<file path="src/rtl/pulse_wave_mc.sv">
// Multi-channel wave shaper: turns time-multiplexed phase words into signed
// pulse/saw/triangle samples; per-channel config can be deferred to phase wrap.
module pulse_wave_mc #(
    parameter int unsigned NCH      = 4,
    parameter int unsigned PW       = 32,
    parameter int unsigned WW       = 12,
    parameter int unsigned OW       = 16,
    parameter int unsigned SYNC_UPD = 1,
    parameter int unsigned CW       = (NCH > 1) ? $clog2(NCH) : 1
) (
    input  logic                 clk,
    input  logic                 rst_n,
    input  logic                 ena,
    input  logic [CW-1:0]        chan,
    input  logic [PW-1:0]        phs,
    input  logic                 cfg_we,
    input  logic [CW-1:0]        cfg_ch,
    input  logic [1:0]           cfg_mode,
    input  logic [WW-1:0]        cfg_width,
    output logic signed [OW-1:0] out,
    output logic                 valid,
    output logic [CW-1:0]        chan_out
);

    localparam int unsigned IW = (NCH > 1) ? $clog2(NCH) : 1;
    // Phase slice wide enough for both the pulse compare and the OW+1 shaping bits
    localparam int unsigned SW = (WW > OW + 1) ? WW : OW + 1;

    localparam logic signed [OW-1:0] FS   = {1'b0, {(OW-1){1'b1}}};
    localparam logic signed [OW-1:0] NFS  = -FS;
    localparam logic [OW-1:0]        MINV = {1'b1, {(OW-1){1'b0}}};

    typedef struct packed {
        logic [1:0]    mode;
        logic [WW-1:0] width;
    } cfg_t;

    localparam cfg_t RST_CFG = '{mode: 2'd0, width: WW'(1) << (WW - 1)};

    cfg_t          shadow [NCH];
    cfg_t          active [NCH];
    logic [NCH-1:0] pend;
    logic [NCH-1:0] prev_msb;

    logic          in_ok_c, cfg_ok_c, cfg_hit_c, wrap_c;
    logic [IW-1:0] ci_c, wi_c;
    cfg_t          new_cfg_c, eff_c;

    // Sample acceptance, wrap detection and the config this sample will use
    always_comb begin
        in_ok_c   = ena && (32'(chan) < NCH);
        cfg_ok_c  = cfg_we && (32'(cfg_ch) < NCH);
        ci_c      = IW'(chan);
        wi_c      = IW'(cfg_ch);
        new_cfg_c = {cfg_mode, cfg_width};
        wrap_c    = in_ok_c && prev_msb[ci_c] && !phs[PW-1];
        cfg_hit_c = cfg_ok_c && in_ok_c && (cfg_ch == chan);
        eff_c     = active[ci_c];
        if (wrap_c && pend[ci_c])
            eff_c = shadow[ci_c];
        if (cfg_hit_c && ((SYNC_UPD == 0) || wrap_c))
            eff_c = new_cfg_c;
    end

    // Per-channel config state; sample-side updates win over a same-channel write
    always_ff @(posedge clk or negedge rst_n) begin
        if (!rst_n) begin
            for (int i = 0; i < NCH; i++) begin
                shadow[i] <= RST_CFG;
                active[i] <= RST_CFG;
            end
            pend     <= '0;
            prev_msb <= '0;
        end else begin
            if (cfg_ok_c) begin
                shadow[wi_c] <= new_cfg_c;
                if (SYNC_UPD == 0)
                    active[wi_c] <= new_cfg_c;
                else
                    pend[wi_c] <= 1'b1;
            end
            if (in_ok_c) begin
                prev_msb[ci_c] <= phs[PW-1];
                if (wrap_c) begin
                    active[ci_c] <= eff_c;
                    pend[ci_c]   <= 1'b0;
                end
            end
        end
    end

    logic          s1_valid;
    logic [CW-1:0] s1_ch;
    cfg_t          s1_cfg;
    logic [SW-1:0] s1_slice;

    // Stage 1: effective config and phase slice
    always_ff @(posedge clk or negedge rst_n) begin
        if (!rst_n) begin
            s1_valid <= 1'b0;
            s1_ch    <= '0;
            s1_cfg   <= RST_CFG;
            s1_slice <= '0;
        end else begin
            s1_valid <= in_ok_c;
            if (in_ok_c) begin
                s1_ch    <= chan;
                s1_cfg   <= eff_c;
                s1_slice <= phs[PW-1 -: SW];
            end
        end
    end

    logic [WW-1:0]        top_c;
    logic [OW-1:0]        saw_c, tri_t_c, tri_c, raw_c;
    logic signed [OW-1:0] shaped_c;

    // Mode shaping; the most negative code is clamped so output stays symmetric
    always_comb begin
        top_c   = s1_slice[SW-1 -: WW];
        saw_c   = {~s1_slice[SW-1], s1_slice[SW-2 -: OW-1]};
        tri_t_c = s1_slice[SW-2 -: OW] ^ {OW{s1_slice[SW-1]}};
        tri_c   = {~tri_t_c[OW-1], tri_t_c[OW-2:0]};
        case (s1_cfg.mode)
            2'd2:    raw_c = tri_c;
            2'd3:    raw_c = ~saw_c;
            default: raw_c = saw_c;
        endcase
        if (s1_cfg.mode == 2'd0)
            shaped_c = (top_c > s1_cfg.width) ? FS : NFS;
        else
            shaped_c = (raw_c == MINV) ? NFS : $signed(raw_c);
    end

    // Stage 2: registered sample; out/chan_out hold between valids
    always_ff @(posedge clk or negedge rst_n) begin
        if (!rst_n) begin
            valid    <= 1'b0;
            out      <= '0;
            chan_out <= '0;
        end else begin
            valid <= s1_valid;
            if (s1_valid) begin
                out      <= shaped_c;
                chan_out <= s1_ch;
            end
        end
    end

    if (PW > SW) begin : g_unused
        logic unused_phs_lsbs;
        assign unused_phs_lsbs = ^phs[PW-SW-1:0];
    end

endmodule

</file>
<file path="config.mk">
export PLATFORM = sky130hd
export DESIGN_NAME = pulse_wave_mc
export DESIGN_NICKNAME = d
export VERILOG_FILES = /design/src/rtl/pulse_wave_mc.sv
export SDC_FILE = /design/constraint.sdc
export NUM_CORES = 1
export LEC_CHECK = 0
export ABC_AREA = 1
export CAP_MARGIN = 10
export CORE_UTILIZATION = 28
export CTS_CLUSTER_SIZE = 16
export DETAILED_ROUTE_END_ITERATION = 12
export DONT_BUFFER_PORTS = 1
export GPL_TIMING_DRIVEN = 0
export PLACE_DENSITY_LB_ADDON = 0.15
export SLEW_MARGIN = 20
export SYNTH_ARGS = -nofsm -noshare
export SYNTH_HDL_FRONTEND = slang
export SYNTH_SLANG_ARGS = --single-unit
</file>
<file path="constraint.sdc">
create_clock -name clk -period 2.9 [get_ports clk]
set_input_delay 0.145 -clock clk [delete_from_list [all_inputs] [get_ports clk]]
set_output_delay 0.145 -clock clk [all_outputs]
set_load 0.03 [all_outputs]
</file>
==> impl_metrics.csv <==
group,metric,value,unit
status,status,"complete, but fails checks",
status,violations,"hold timing",
global_route,antenna_found_initial,0,
global_route,grt-busiest-layer,"met2",
job,maxCapViolations,0,
clock_network,cts_made_buffers,17,
floorplan,rows,64,
yosys,ys_ff_latch,173,
yosys,yosysUniqueCellTypes,23,
yosys,synth_edf_count,0,
setup_path,r2r_slack,0.69,ns
power_and_ir_drop,p_leak,5.35,nW
clock_network,cts_tree,"done",
finish,fillers,3372,
clock_network,clkLatencyLatePin,0.45,ns
global_route,grt_pass1_wl,42600,microns
global_route,gr-usage-met3,3.41,%
yosys,avgSynthCellArea,7.17,sq um
floorplan,ioPinCount,73,
detailed_routing,ant_nets,0,
setup_path,criticalPathCategory,"flop to flop",
setup_path,crit_path_end_kind,"flop",
detailed_routing,vias_per_cell,4.51,
sta,fin_crit,2.21,ns
setup_path,rr_startpoint,"s1_cfg[11]$_DFFE_PN1P_",
setup_path,worstReg2RegEnd,"out[11]$_DFFE_PN0P_",
worst_hold_path,hp-class,"primary input to async pin",
yosys,synth-async-reset-ratio,100,%
setup_path,worst_path_max_delay_cell,"dfstp_2",
setup_path,worstPathRequired,3.23,ns
yosys,synth_top_area_share,47.2,%
global_route,grtUsageMet2,27.5,%
sta,rsz0062_at_grt,"false",
global_route,grt_max_degree,174,
setup_path,worstSetupEndpoint,"out[11]$_DFFE_PN0P_",
yosys,yosys_warnings,0,
floorplan,die_w,178,microns
setup_path,critical_path.startpoint,"s1_cfg[11]$_DFFE_PN1P_",
yosys,synth.net_count,1280,
setup_path,cp.buffers_inverters,3,
floorplan,die_h,178,microns
finish,num_antenna_cells,0,
place,dp_cells,1610,
place,io_buffers,0,
yosys,synthFlopType,"dfrtp_1",
setup_path,critPathMostFrequentCell,"nand2_1",
sta,skew,0.0155,ns
setup_path,path_cells,"inv_1 -> ha_1 -> nand2_1 -> nor2_1 -> nand2b_1 -> o21ai_0 -> inv_1 -> nand2_1 -> clkbuf_1 -> nand2_1 -> nand2_1 -> nand2_1",
yosys,synthTopCellsByCount,"665 x nand2_1, 164 x dfrtp_1, 92 x o21ai_0, 64 x nand3_1, 57 x inv_1",
clock_network,clockBufferDepth,2,
setup_path,cpPeakStageDelay,0.53,ns
sta,fmax,0.453,GHz
floorplan,start_util,28.5,%
clock_network,cts-hold-fix-buffers,33,
global_route,grt_pass1_vias,7458,
global_route,use_met1,25.0,%
finish,fin_nets,1332,
sta,hold_slack,-0.600,ns
detailed_routing,drc,0,
clock_network,post_cts_buffers,0,
finish,drive_above_1_share,7.51,%
power_and_ir_drop,peakVddDrop,0.405,mV
setup_path,arrival,2.54,ns
clock_network,post_cts_resize_count,0,
setup_path,path_max_fanout,10,
detailed_routing,dr.pass1.iters,5,
detailed_routing,wl_per_cell,15.7,microns
setup_path,critical_path_depth,12,
power_and_ir_drop,power_density,661,mW/mm^2
detailed_routing,drt_wl_total,26300,microns
yosys,synth_area,0.00870,sq mm
floorplan,fp.coreArea,0.0306,sq mm
sta,relSlewSlack,49.0,%
setup_path,reg2regPathDepth,12,
place,gp_congestion,0.808,
sta,setup_tns,0,ns
sta,drv_slew,0,
sta,finalCritPeriodShare,76.1,%
clock_network,cts_root_buf,"clkbuf_16",
sta,max_slew.worst_pin.slew,0.766,ns
sta,setup-violations-final,0,
finish,fin_cells,1675,
clock_network,cts_sinks,173,
setup_path,cp-start-kind,"flop",
sta,final-hold-violation-count,173,
yosys,syn_inst,1214,
yosys,synth_most_common_cell,"nand2_1",
clock_network,h-tree-depth,4,
yosys,synth.largest_area_cell,"dfrtp_1",
place,hpwl,18600,microns
floorplan,dieArea,0.0318,sq mm
detailed_routing,vias,7556,
global_route,grt_use_total,17.8,%
detailed_routing,drt_iter0_markers,550,
clock_network,clkTransAtPathRegs,0.07,ns
yosys,synthTopCellsByArea,"dfrtp_1 47%, nand2_1 29%, o21ai_0 5.3%",
global_route,overflow,0,
yosys,seq_area_frac_synth,49.9,%
finish,area_growth_syn_to_layout,16.5,%
setup_path,critPathTopFamily,"simple AND/OR/NAND/NOR gates",
[worst min-delay path by stage]
stage	slack (ns)	depth (start not counted)	to	startpoint
after global placement	-0.14	0	shadow[27]$_DFFE_PN0P_	rst_n
after floorplan	-0.15	0	active[0]$_DFFE_PN0P_	rst_n
final	-0.60	0	shadow[27]$_DFFE_PN0P_	rst_n
after detailed placement	-0.14	0	shadow[41]$_DFFE_PN0P_	rst_n
after CTS	-0.62	0	shadow[42]$_DFFE_PN0P_	rst_n
after global routing	-0.64	0	shadow[42]$_DFFE_PN0P_	rst_n
[metrics by stage]
step | total power, mW | area, sq um | util (%) | hold WS (ns) | setup slack (ns)
2_1_floorplan | 3.93 | 8700 | - | -0.151 | 0.963
3_3_place_gp | 4.25 | 9200 | 30.1 | -0.136 | 0.691
3_5_place_dp | 4.26 | 9200 | 30.1 | -0.136 | 0.689
4_1_cts | 6.80 | 10100 | 33.1 | -0.621 | 0.662
5_1_grt | 7.10 | 10100 | 33.1 | -0.638 | 0.361
6_report | 6.70 | 10100 | 33.1 | -0.600 | 0.694
[power breakdown]
| part | switching (mW) | internal [mW] |
|---|---|---|
| Combinational | 0.732 | 0.394 |
| Clock | 1.09 | 1.37 |
| Sequential | 0.334 | 2.78 |
[sequential cells by signal, summed over array words and instances (netlist names)]
register,cells
active,56
chan_out,2
out,16
pend,4
prev_msb,4
s1_cfg,14
s1_ch,2
s1_slice,17
s1_valid,1
shadow,56
valid,1
[worst register-to-register path, cell delays in order, from the launching register on]
cell and delay [ns]:
dfstp_2 0.53, inv_1 0.04, ha_1 0.28, nand2_1 0.06, nor2_1 0.13, nand2b_1 0.09
o21ai_0 0.14, inv_1 0.05, nand2_1 0.20, clkbuf_1 0.33, nand2_1 0.10, nand2_1 0.08
nand2_1 0.05
[cell families (layout without fill, tap and decap cells)]
group	count (synthesis)	after routing	share of synthesized area [%]
and+or+nand+nor	801	801	36.4
DFF	173	173	49.9
buffers and inverters	125	190	6.01
AOI/OAI and AO/OA	102	102	5.87
adders and majority gates	12	12	1.73
xor gates and xnor gates	1	1	0.101
[metal layers]
layer,part of all wire (%),vias to the layer above
met4,1.4,0
met1,49,3555
met2,45,130
met3,4.1,23
li1,-,3848
met5,0,-
[placed cells by master (no fill, tap or decap), drive strengths merged]
master       count
clkbuf          45
nor3             2
bufinv           3
nand2b           1
a21oi           10
o21ai           92
buf             28
clkinvlp         1
clkinv           7
inv             73
nand2          676
nor2            55
dlygate4sd3     33
xor2             1
ha              12
dfstp            9
nand3           65
dfrtp          164
nand4            2
[area by class of cell]
class                   instances  area, sq um  area share [%]
inverters                      69          259            2.55
clock inverters                15          183            1.80
plain buffers                  56          264            2.60
repair buffers                 33          330            3.26
flip-flops and latches        173         4340            42.8
well taps                     396          495            4.89
multi-input cells             916         3840            37.9
clock buffers                  17          425            4.20
Note: power is estimated with default switching activity, not from simulation.
